**src/rtl/shift_sequencer_if.sv**
```systemverilog
// ---------------------------------------------------------------------------
// shift_sequencer_if: request, status and ALU bus of shift_sequencer. Rev 1.0
// Optional: SHIFT_SEQ_ABORT_EN adds the abort request line.
// ---------------------------------------------------------------------------
`default_nettype none

interface shift_sequencer_if #(
  parameter int DATA_WIDTH = 8,
  parameter int CNT_WIDTH  = 3
);
  logic                  start;
  logic [1:0]            op;
  logic                  dir;
  logic [DATA_WIDTH-1:0] operand;
  logic [CNT_WIDTH-1:0]  amount;
`ifdef SHIFT_SEQ_ABORT_EN
  logic                  abort;
`endif
  logic [DATA_WIDTH-1:0] alu_data1;
  logic [DATA_WIDTH-1:0] alu_data2;
  logic [2:0]            alu_select;
  logic [DATA_WIDTH-1:0] alu_result;
  logic                  busy;
  logic                  done;
  logic                  error;
  logic [DATA_WIDTH-1:0] result;

`ifdef SHIFT_SEQ_ABORT_EN
  modport master (
    output start, op, dir, operand, amount, abort, alu_result,
    input  alu_data1, alu_data2, alu_select, busy, done, error, result
  );
  modport slave (
    input  start, op, dir, operand, amount, abort, alu_result,
    output alu_data1, alu_data2, alu_select, busy, done, error, result
  );
`else
  modport master (
    output start, op, dir, operand, amount, alu_result,
    input  alu_data1, alu_data2, alu_select, busy, done, error, result
  );
  modport slave (
    input  start, op, dir, operand, amount, alu_result,
    output alu_data1, alu_data2, alu_select, busy, done, error, result
  );
`endif
endinterface

`default_nettype wire

```
**src/rtl/shift_sequencer.sv**
```systemverilog
// ---------------------------------------------------------------------------
// shift_sequencer: runs AMOUNT single-bit shift/rotate steps through an
// external ALU. Rev 1.0. Optional: SHIFT_SEQ_ABORT_EN adds an abort input.
// ---------------------------------------------------------------------------
`default_nettype none

module shift_sequencer #(
  parameter int DATA_WIDTH = 8,
  parameter int CNT_WIDTH  = 3
) (
  input  logic             clk,
  input  logic             reset,
  shift_sequencer_if.slave bus
);

  typedef enum logic [1:0] {
    S_IDLE = 2'd0,
    S_STEP = 2'd1,
    S_FIN  = 2'd2
  } state_t;

  localparam logic [1:0]            c_op_lsl      = 2'b00;
  localparam logic [1:0]            c_op_asl      = 2'b01;
  localparam logic [1:0]            c_op_rsvd     = 2'b11;
  localparam logic [2:0]            c_sel_none    = 3'b000;
  localparam logic [2:0]            c_sel_logical = 3'b101;
  localparam logic [2:0]            c_sel_arith   = 3'b110;
  localparam logic [2:0]            c_sel_rotate  = 3'b111;
  localparam logic [DATA_WIDTH-1:0] c_code_left   = {{(DATA_WIDTH-1){1'b0}}, 1'b1};
  localparam logic [DATA_WIDTH-1:0] c_code_right  = {1'b1, {(DATA_WIDTH-1){1'b0}}};
  localparam logic [CNT_WIDTH-1:0]  c_cnt_zero    = '0;
  localparam logic [CNT_WIDTH-1:0]  c_cnt_one     = {{(CNT_WIDTH-1){1'b0}}, 1'b1};

  state_t                r_state;
  logic [DATA_WIDTH-1:0] r_work;
  logic [CNT_WIDTH-1:0]  r_cnt;
  logic [1:0]            r_op;
  logic                  r_dir;
  logic                  r_busy;
  logic                  r_done;
  logic                  r_error;
  logic [DATA_WIDTH-1:0] r_result;

  logic [DATA_WIDTH-1:0] w_alu_data1;
  logic [DATA_WIDTH-1:0] w_alu_data2;
  logic [2:0]            w_alu_select;
  logic                  w_abort;

`ifdef SHIFT_SEQ_ABORT_EN
  assign w_abort = bus.abort;
`else
  assign w_abort = 1'b0;
`endif

  always_ff @(posedge clk) begin
    if (!reset) begin
      r_state  <= S_IDLE;
      r_work   <= '0;
      r_cnt    <= '0;
      r_op     <= '0;
      r_dir    <= 1'b0;
      r_busy   <= 1'b0;
      r_done   <= 1'b0;
      r_error  <= 1'b0;
      r_result <= '0;
    end else begin
      r_done  <= 1'b0;
      r_error <= 1'b0;
      case (r_state)
        S_IDLE: begin
          if (bus.start) begin
            r_work <= bus.operand;
            r_cnt  <= bus.amount;
            r_op   <= bus.op;
            r_dir  <= bus.dir;
            r_busy <= 1'b1;
            if ((bus.amount != c_cnt_zero) && (bus.op != c_op_rsvd)) begin
              r_state <= S_STEP;
            end else begin
              // Nothing to shift (or reserved op): finish with the operand untouched.
              r_state  <= S_FIN;
              r_done   <= 1'b1;
              r_error  <= (bus.op == c_op_rsvd);
              r_result <= bus.operand;
            end
          end
        end
        S_STEP: begin
          if (w_abort) begin
            r_state <= S_IDLE;
            r_busy  <= 1'b0;
          end else begin
            r_work <= bus.alu_result;
            r_cnt  <= r_cnt - c_cnt_one;
            if (r_cnt == c_cnt_one) begin
              // Publish the last ALU result so RESULT is valid alongside DONE.
              r_state  <= S_FIN;
              r_done   <= 1'b1;
              r_result <= bus.alu_result;
            end
          end
        end
        S_FIN: begin
          r_state <= S_IDLE;
          r_busy  <= 1'b0;
        end
        default: begin
          r_state <= S_IDLE;
          r_busy  <= 1'b0;
        end
      endcase
    end
  end

  always_comb begin
    w_alu_select = c_sel_none;
    w_alu_data1  = '0;
    w_alu_data2  = '0;
    if (r_state == S_STEP) begin
      w_alu_data1 = r_work;
      w_alu_data2 = r_dir ? c_code_right : c_code_left;
      case (r_op)
        c_op_lsl: w_alu_select = c_sel_logical;
        c_op_asl: w_alu_select = c_sel_arith;
        default:  w_alu_select = c_sel_rotate;
      endcase
    end
  end

  assign bus.alu_data1  = w_alu_data1;
  assign bus.alu_data2  = w_alu_data2;
  assign bus.alu_select = w_alu_select;
  assign bus.busy       = r_busy;
  assign bus.done       = r_done;
  assign bus.error      = r_error;
  assign bus.result     = r_result;

endmodule

`default_nettype wire

```
**src/flat_wrapper.sv**
```systemverilog
// flat-port wrapper written by rule: the top's interface ports become plain ports
module shift_sequencer_flat 
#(
  parameter int DATA_WIDTH = 8,
  parameter int CNT_WIDTH  = 3
)
  (clk, reset, bus_start, bus_op, bus_dir, bus_operand, bus_amount, bus_alu_result, bus_alu_data1, bus_alu_data2, bus_alu_select, bus_busy, bus_done, bus_error, bus_result);
  shift_sequencer_if #(.DATA_WIDTH(DATA_WIDTH), .CNT_WIDTH(CNT_WIDTH)) bus_i ();
  input  logic clk;
  input  logic reset;
  input wire logic [$bits(bus_i.start)-1:0] bus_start;
  input wire logic [$bits(bus_i.op)-1:0] bus_op;
  input wire logic [$bits(bus_i.dir)-1:0] bus_dir;
  input wire logic [$bits(bus_i.operand)-1:0] bus_operand;
  input wire logic [$bits(bus_i.amount)-1:0] bus_amount;
  input wire logic [$bits(bus_i.alu_result)-1:0] bus_alu_result;
  output wire logic [$bits(bus_i.alu_data1)-1:0] bus_alu_data1;
  output wire logic [$bits(bus_i.alu_data2)-1:0] bus_alu_data2;
  output wire logic [$bits(bus_i.alu_select)-1:0] bus_alu_select;
  output wire logic [$bits(bus_i.busy)-1:0] bus_busy;
  output wire logic [$bits(bus_i.done)-1:0] bus_done;
  output wire logic [$bits(bus_i.error)-1:0] bus_error;
  output wire logic [$bits(bus_i.result)-1:0] bus_result;
  assign bus_i.start = bus_start;
  assign bus_i.op = bus_op;
  assign bus_i.dir = bus_dir;
  assign bus_i.operand = bus_operand;
  assign bus_i.amount = bus_amount;
  assign bus_i.alu_result = bus_alu_result;
  assign bus_alu_data1 = bus_i.alu_data1;
  assign bus_alu_data2 = bus_i.alu_data2;
  assign bus_alu_select = bus_i.alu_select;
  assign bus_busy = bus_i.busy;
  assign bus_done = bus_i.done;
  assign bus_error = bus_i.error;
  assign bus_result = bus_i.result;
  shift_sequencer #(.DATA_WIDTH(DATA_WIDTH), .CNT_WIDTH(CNT_WIDTH)) u_core (.clk(clk), .reset(reset), .bus(bus_i));
endmodule
```
**config.mk**
```make
export PLATFORM = sky130hd
export DESIGN_NAME = shift_sequencer_flat
export DESIGN_NICKNAME = d
export VERILOG_FILES = /design/src/rtl/shift_sequencer_if.sv /design/src/rtl/shift_sequencer.sv /design/src/flat_wrapper.sv
export SDC_FILE = /design/constraint.sdc
export NUM_CORES = 1
export LEC_CHECK = 0
export BUFFER_PORTS_ARGS = -buffer_cell sky130_fd_sc_hd__buf_2
export CAP_MARGIN = 40
export CORE_ASPECT_RATIO = 1.1
export CORE_MARGIN = 2
export CORE_UTILIZATION = 30
export CTS_CLUSTER_DIAMETER = 120
export DETAILED_ROUTE_END_ITERATION = 10
export GPL_TIMING_DRIVEN = 0
export SLEW_MARGIN = 10
export SYNTH_ARGS = -nofsm -noshare
export SYNTH_HDL_FRONTEND = slang
export SYNTH_SLANG_ARGS = --single-unit
```
**constraint.sdc**
```tcl
create_clock -name clk -period 1.5 [get_ports clk]
set_clock_uncertainty 0.05 [all_clocks]
set_input_delay 0.225 -clock clk [delete_from_list [all_inputs] [get_ports clk]]
set_output_delay 0.225 -clock clk [all_outputs]
set_load 0.05 [all_outputs]
```
# Word level (Yosys, flattened, before mapping)
# Index checks and enable logic that the tools add are counted.
# word_totals
regBits	27
input_bits	25
# op_classes
bitwise	4
muxes	23
add_sub_neg	1
eq_ne	8
n_reduce_logical	11
# ops
op	n
8-bit two-way mux	7
8-bit case mux with 2 select lines	2
2-bit case mux with 2 select lines	2
2-bit AND reduction	4
2-bit two-way mux	3
3-bit two-way mux	2
2-bit inequality test (second input constant)	3
3-bit case mux with 2 select lines	1
2-bit by 1-bit == test with 1-bit output (second input constant)	2
2-bit logical NOT	2
1-bit two-way mux	4
1-bit NOT	4
1-bit case mux with 2 select lines	2
4-bit AND reduction	1
4-bit OR reduction	1
3-bit by 1-bit == test with 1-bit output (second input constant)	1
3-bit nonzero test	1
3-bit by 1-bit subtractor with 3-bit output (second input constant)	1
2-bit == test (second input constant)	1
2-bit by 1-bit inequality test with 1-bit output (second input constant)	1
2-bit nonzero test	1
1-bit logical AND	1

# Longest topological paths before layout
# Gate-level depths: netlist of run 1.
# logic_depth
word_depth	5
depth_mapped	6

# Worst setup path after synthesis of run 1
# OpenSTA, ideal clock, no wires.
# synth_timing
path_kind	register -> output
from	register u_core.r_state[0]
to	output port bus_alu_data1[0]
n_path_buf	2
path_slack_ns	-0.590
arrival_ns	1.815
required_time_ns	1.225
stages_incl_launch_ff	6
cell_sequence	dfxtp_1 > clkbuf_1 > nand2b_1 > inv_1 > clkbuf_1 > and2_1
# synth_between
elab_chain_len	2
# synth_lines
item	line_no	text
start, declared	shift_sequencer.sv:34	state_t r_state;
start signal, assigned	shift_sequencer.sv:57	r_state <= S_IDLE;
start signal, assigned	shift_sequencer.sv:78	r_state <= S_STEP;
start signal, assigned	shift_sequencer.sv:81	r_state <= S_FIN;
2-bit by 1-bit == test with 1-bit output	shift_sequencer.sv:119	if (r_state == S_STEP) begin
8-bit two-way mux	shift_sequencer.sv:119	
end, declared	flat_wrapper.sv:17	output wire logic [$bits(bus_i.alu_data1)-1:0] bus_alu_data1;
# No other way between the ends.

# Worst setup path in the final report of run 1
# layout_timing
from	register u_core.r_state[0]
to	output port bus_alu_select[0]
# layout_between
elab_chain_len	2
# layout_lines
item	line_no	text
2-bit by 1-bit == test with 1-bit output	shift_sequencer.sv:119	
3-bit two-way mux	shift_sequencer.sv:119	
end, declared	flat_wrapper.sv:19	output wire logic [$bits(bus_i.alu_select)-1:0] bus_alu_select;
# No other way between the ends.

==> results of run 1 <==
-- power groups by stage --
stage / registers (uW) / logic, uW / clock network, uW
after floorplan: 974 / 440 / 0
after global placement: 859 / 723 / 0
after detailed placement: 862 / 725 / 0
after CTS: 859 / 837 / 439
after global routing: 871 / 953 / 455
final: 860 / 887 / 417
-- sequential cells by signal, indices dropped and copies added, names as in the netlist --
name	flops
u_core.bus.result	8
u_core.bus.busy	1
u_core.r_state	2
u_core.r_cnt	3
u_core.bus.error	1
u_core.r_dir	1
u_core.bus.done	1
u_core.r_op	2
u_core.r_work	8
-- cells by family after synthesis --
| kind of cell | after synthesis | share of synthesized area [%] |
|---|---|---|
| DFF | 27 | 39.6 |
| and+or+nand+nor | 54 | 22.3 |
| AOI/OAI and AO/OA | 39 | 22.2 |
| buffers and inverters | 32 | 11.6 |
| muxes | 3 | 2.20 |
| other | 1 | 0.275 |
| adders and majority gates | 2 | 1.83 |
-- Yosys cell counts --
master	number
a2bb2oi_1	1
clkbuf_1	10
buf_4	6
o21bai_1	1
a221oi_1	16
nor2_1	17
dfxtp_1	27
a32oi_1	1
a21oi_1	6
o21ba_2	1
nor3b_1	1
or3b_2	1
nand3_1	1
nor3_1	9
a221o_1	1
a211oi_1	10
mux2i_1	3
nand2_1	2
and3b_1	8
nand2b_1	3
o211ai_1	1
buf_6	2
conb_1	1
or3_1	1
clkinv_1	1
nand3b_1	2
ha_1	2
and2_1	9
o21ai_0	1
buf_1	1
inv_1	12
-- layout make-up --
cell class              count  area (sq um)
clock buffers               3          41.3
multi-input cells         104           857
flip-flops and latches     27           548
repair buffers             55           394
well taps                  54          67.6
fillers                   437          2260
inverters                  13          51.3
clock inverters             1          5.00
plain buffers              16           124
-- metrics by stage --
step | hold WS, ns | cells | setup WS (ns) | TNS [ns] | total power [uW]
floorplan | 0.319 | 163 | -0.0866 | -0.847 | 1410
global placement | 0.391 | 265 | -0.382 | -6.15 | 1580
detailed placement | 0.407 | 265 | -0.392 | -6.40 | 1590
CTS | 0.132 | 272 | -0.0232 | -0.0284 | 2130
global route | 0.157 | 273 | -0.0750 | -0.708 | 2280
finish | 0.138 | 273 | -0.0158 | -0.0158 | 2160
-- what timing repair did --
action / in CTS / in global routing
buffers inserted: 5 / 1
pin swaps: 2 / 4
endpoints found under the setup margin: 37 / 25
gates cloned: 1 / 0
gates resized for setup: 55 / 14
-- placed cells by master, fill, tap and decap left out, types with 2 or more instances in the layout --
cell,Yosys,layout
inv_1,12,10
buf_8,0,2
clkbuf_2,0,3
clkbuf_1,10,2
a211oi_1,10,10
nor2_1,17,15
and3b_1,8,8
a221oi_2,0,11
nor2_4,0,2
dfxtp_2,0,3
a21oi_4,0,3
nand2_1,2,2
dfxtp_1,27,23
buf_2,0,36
and2_4,0,9
mux2i_1,3,3
a221oi_1,16,5
nand3b_1,2,2
buf_6,2,13
nor3_1,9,9
buf_4,6,11
conb_1,1,6
clkbuf_8,0,3
a21oi_1,6,3
nand2b_4,0,2
-- per-layer routing --
layer,vias up,track usage (%),wire (um)
met5,-,0,0
met4,0,5.78,31
met3,2,3.74,254
met2,45,24.1,1770
met1,609,19.1,1600
li1,675,-,-
-- critical path, stage by stage (launching register included) --
cell and delay, ns:
dfxtp_4 0.42, nand2b_4 0.09, clkbuf_16 0.17, a21oi_4 0.11
buf_6 0.17
-- path summary, 6_finish.rpt --
| check | from | end | depth (start not counted) | slack (ns) |
|---|---|---|---|---|
| max | u_core.r_state[0] | bus_alu_select[0] | 4 | -0.02 |
| min | bus_dir | u_core.r_dir | 3 | 0.14 |
| max reg2reg | u_core.r_cnt[1] | u_core.bus.result[3] | 6 | 0.02 |
| min reg2reg | u_core.bus.result[2] | u_core.bus.result[2] | 2 | 0.41 |
==> summary.txt, run 1 <==
====================================================================================
Fraction of post-synthesis cell area in the top cell type by area              39.6%
Vias                                                                            1331
CTS buffer count                                                                   3
Initial DRT Pass Iterations                                                        4
Sequential cell area fraction in the yosys report                              39.6%
Antenna Cells                                                                      0
Net Sw Power                                                                  825 uW
Starting utilization of the core area                                          31.4%
Arrival time reported for the critical path endpoint                         1.24 ns
Cell leakage power                                                       0.000919 uW
Overflow left after global routing                                                 0
Maximum vdd drop                                                              662 uV
Fin crit share                                                                  101%
Maximum frequency from static timing analysis                                660 MHz
Pwr per Cell Area                                                       1040 nW/um^2
Area post-placement                                                       1740 sq um
Clock tree sinks                                                                  27
Last weighted congestion value of the routability-driven placer                0.877
Switching share of total power                                                 38.2%
Root Driver                                                                 clkbuf_8
Post-synthesis average cell area                                          8.63 sq um
Library cell occupying the most area in the post-synthesis netlist           dfxtp_1
Gate Count Post-Synth                                                            158
Endpoints failing hold                                                             0
Floorplan core area                                                       4350 sq um
Number of max-slew violations in the final report                                  0
Setup Viol. Count Final                                                            1
Total internal power                                                         1340 uW
Latest clock arrival within the worst-skew pair                              0.27 ns
Gr usage total                                                                 14.9%
Max-cap violations                                                                 0
Width of the die                                                             68.3 um
Final core area utilization                                                    48.0%
Critical Path Fanout Max                                                          10
CTS tree                                                                         yes
Startpoint Class                                                            register
Number of placed I/O pins                                                         55
Required arrival time at the worst endpoint                                  1.22 ns
Count of nets left with antenna violations after detail routing                    0
Half-perimeter wire length after placement                                   2660 um
Synthesis warning total                                                            0
Top area cells in the synthesized netlist                               dfxtp_1, a221oi_1, a211oi_1
Clk pwr share                                                                  19.3%
Count of buffers from port buffering                                              48
Critical path class                                                     register to primary output
Synthesized flop and latch total                                                  27
Part of the total power dissipated in sequential elements                      39.7%
Total wire length after detailed routing                                     3660 um
H-tree level count                                                                 1
Distinct cells, synth                                                             31
WL per Instance                                                              13.4 um
Proportion of power drawn by combinational gates                               41.0%
Number of buffers inserted for hold repair after clock tree synthesis              0
Die ar.                                                                   5100 sq um
Via count of the first global-routing pass                                      1241
Design Area, Final                                                        2090 sq um
Worst setup slack after layout                                            -0.0158 ns
Syn-to-layout area delta                                                       53.1%
Worst hold path type                                                    primary input to register
Rows                                                                              25
Outcome                                                                 finished, violations left
Largest net degree at the start of global routing                                 16
Period minus WS final                                                        1.52 ns
Die Span Y                                                                   74.7 um
Initial antenna violation count                                                    0
Drt initial violations                                                            44
Mapped Area                                                               1360 sq um
Violations in the final reports                                         setup timing
Crit end category                                                       primary output
Reg clk slew, reported paths                                                 0.09 ns
Detailed-route DRC error count                                                     0
Vias per Instance                                                               4.88
Wire length of the first global-routing pass                                 5680 um
Maximum buffer depth of the clock tree                                             2
Fraction of final layout cells with drive strength greater than 1              49.8%
Net count of the finished layout                                                 247
Unrepaired setup endpoints after global routing                                 true
====================================================================================
Power figures use the tool's default switching activity.
==> run 2, diff against run 1 <==
- ABC_AREA: default -> 1
- CELL_PAD_IN_SITES_DETAIL_PLACEMENT: default -> 1
- CELL_PAD_IN_SITES_GLOBAL_PLACEMENT: default -> 2
- CORE_UTILIZATION: 30 -> 23
- GPL_TIMING_DRIVEN: 0 -> default
- PLACE_DENSITY_LB_ADDON: default -> 0.1
==> run 2 against run 1 <==
Against the previous run:
- the flow now finishes without violations
- combinational power is 7.4% lower
- routed wire length is 18% higher
- maximum frequency is 6.5% higher
- global-route usage is 2.2 points lower
- core utilization is 17 points lower
- via count is 6.7% higher
==> summary.txt, run 2 <==
=====================================================================================
Critical path class                                                      register to primary output
Drt initial violations                                                             64   +45%
Number of placed I/O pins                                                          55   unchanged
Pwr per Cell Area                                                        1080 nW/um^2   +3.8%
Half-perimeter wire length after placement                                    3190 um   +20%
GRT Max-Usage Layer                                                              met2
WL per Instance                                                               12.5 um   -6.8%
Flip-flop cell with the highest count after synthesis                         dfxtp_1
Die Span Y                                                                    88.4 um   +18%
Vias per Instance                                                                4.12   -16%
Area post-placement                                                        1790 sq um   +3.2%
Max-cap violations                                                                  0   unchanged
CP cell instances                                                        nand2_8 > a21oi_4 > buf_6
Number of buffers inserted for hold repair after clock tree synthesis               0   unchanged
Met3 demand-to-capacity share in global routing                                 2.04%   -1.7 points
CTS buffer count                                                                    3   unchanged
Max incr delay on CP                                                          0.44 ns   +0.02 ns
Detailed-route DRC error count                                                      0   unchanged
Startpoint Class                                                             register
Last weighted congestion value of the routability-driven placer                 0.708   -19%
Final standard cell count with taps included and fillers excluded                 345   +26%
Asr flop ratio synth                                                               0%   unchanged
Vias                                                                             1420   +6.7%
Initial antenna violation count                                                     0   unchanged
Number of synthesized flops with an enable pin                                      0   unchanged
Initial DRT Pass Iterations                                                         4   unchanged
Net count of the finished layout                                                  293   +19%
Period minus WS final                                                         1.42 ns   -0.0923 ns
Root Driver                                                                  clkbuf_8
Reg clk slew, reported paths                                                  0.10 ns   about the same
Most frequent standard cell in the layout excluding fill and tap cells        nand2_1
Gr usage total                                                                  12.7%   -2.2 points
Floorplan core area                                                        6230 sq um   +43%
Cell leakage power                                                        0.000971 uW   +5.6%
Overflow left after global routing                                                  0   unchanged
Arrival time reported for the critical path endpoint                          1.15 ns   -0.09 ns
Fraction of final layout cells with drive strength greater than 1               32.1%   -18 points
Starting utilization of the core area                                           23.9%   -7.5 points
Gate Count Post-Synth                                                             216   +37%
Placed Instances                                                                  339   +28%
Latest clock arrival within the worst-skew pair                               0.27 ns   about the same
Required arrival time at the worst endpoint                                   1.22 ns   about the same
Unrepaired setup endpoints after global routing                                 false
Maximum vdd drop                                                               372 uV   -44%
Antenna Cells                                                                       0   unchanged
Post-synthesis average cell area                                           6.89 sq um   -20%
Sequential cell area fraction in the yosys report                               36.3%   -3.3 points
Critical Path Fanout Max                                                           12   +2
Top area cells in the synthesized netlist                                dfxtp_1, nand2_1, nor2_1
GR met2 Demand/Resource                                                         19.8%   -4.3 points
Number of max-slew violations in the final report                                   0   unchanged
CTS tree                                                                          yes
Library cell occupying the most area in the post-synthesis netlist            dfxtp_1
Setup Viol. Count Final                                                             0   -1
Via count of the first global-routing pass                                       1440   +16%
Crit end category                                                        primary output
Outcome                                                                  finished clean
Setup TNS                                                                        0 ns   +0.0158 ns
Width of the die                                                              80.7 um   +18%
Synthesis warning total                                                             0   unchanged
Mapped Area                                                                1490 sq um   +9.2%
Count of buffers from port buffering                                               48   unchanged
Largest net degree at the start of global routing                                  18   +2
Design Area, Final                                                         1960 sq um   -6.0%
Leading cell type by number of instances after synthesis                      nand2_1
Final core area utilization                                                     31.5%   -17 points
Total wire length after detailed routing                                      4310 um   +18%
Syn-to-layout area delta                                                        31.8%
Endpoints failing hold                                                              0   unchanged
Clock tree sinks                                                                   27   unchanged
Worst hold path type                                                     primary input to register
Maximum frequency from static timing analysis                                 702 MHz   +6.5%
Fraction of post-synthesis cell area in the top cell type by area               36.3%   -3.3 points
Die ar.                                                                    7130 sq um   +40%
Met1 capacity usage during global routing                                       18.1%   -0.99 points
Fin crit share                                                                  94.9%   -6.2 points
Maximum buffer depth of the clock tree                                              2   unchanged
Count of nets left with antenna violations after detail routing                     0   unchanged
Rows                                                                               30   +20%
H-tree level count                                                                  1   unchanged
Pre-CTS setup slack                                                         0.0282 ns   +0.420 ns
Ranking of synthesized cells by instance count                           nand2_1, nor2_1, dfxtp_1, inv_1, a21oi_1
Worst setup slack after layout                                              0.0765 ns   +0.0923 ns
Wire length of the first global-routing pass                                  7060 um   +24%
Synthesized flop and latch total                                                   27   unchanged
Slowest-stage cell, CP                                                        dfxtp_4
Most frequent cells in the layout                                        nand2_1, buf_2, inv_1
Distinct cells, synth                                                              24   -23%
=====================================================================================
==> run 2: cell count changes after synthesis, sizes merged, moves of 10 or more <==
cell / previous run / this run
inv: 12 / 27
nor2: 17 / 36
a211oi: 10 / 0
a221oi: 16 / 0
a21oi: 6 / 22
nand2: 2 / 52
nand3: 1 / 13
==> run 2: repair_timing <==
| action | CTS | global route |
|---|---|---|
| buffers inserted | 1 | 0 |
| resized for setup | 22 | 10 |
| setup endpoints to repair | 13 | 14 |
| gates cloned | 1 | 0 |
| pin swaps | 1 | 1 |
==> run 2: critical path, delay by kind of cell, from the launching register on <==
family,cells,cell delay [ns]
DFF,1,0.44
buffers and inverters,1,0.16
AOI/OAI and AO/OA,1,0.14
and+or+nand+nor,1,0.13
==> run 2: worst paths after layout <==
path,startpoint,to,slack (ns),cells past startpoint
worst max-delay path,u_core.r_state[0],bus_alu_select[0],0.08,3
worst min-delay path,reset,u_core.r_cnt[2],0.16,3
worst max register to register,u_core.r_state[1],u_core.r_work[5],0.13,7
worst min register to register,u_core.bus.result[5],u_core.bus.result[5],0.44,2
==> run 2: through the flow <==
step	hold WS, ns	power (uW)
final	0.160	2110
after global placement	0.414	1640
after CTS	0.157	2120
after global routing	0.186	2250
after floorplan	0.313	1490
after detailed placement	0.421	1640
==> run 2: per-layer routing <==
layer	up-vias	wire length (um)
li1	757	-
met1	626	2180
met2	35	1880
met3	2	221
met4	0	26
met5	-	0
==> run 2: cell type report <==
class                      count  area (sq um)
multi-input combinational    152           813
timing repair buffer          55           355
clock buffer                   4          45.0
sequential                    27           546
inverter                      27           104
tap                           80           100
fill                         814          4270
==> run 2: kinds of logic after synthesis <==
group	Yosys count	synth area share, %
other	1	0.252
flip-flops	27	36.3
AND/OR/NAND/NOR	111	34.1
adder cells (fa/ha/maj)	2	1.68
AO/OA/AOI/OAI	32	11.6
buffers and inverters	43	16.0
==> run 2: report_power, final <==
part | leakage, uW | switching, uW | total (uW) | internal, uW
combinational | 0.000723 | 574 | 821 | 247
sequential | 0.000224 | 48.9 | 852 | 803
clock | 0.0000228 | 247 | 438 | 191
total | 0.000971 | 870 | 2110 | 1240
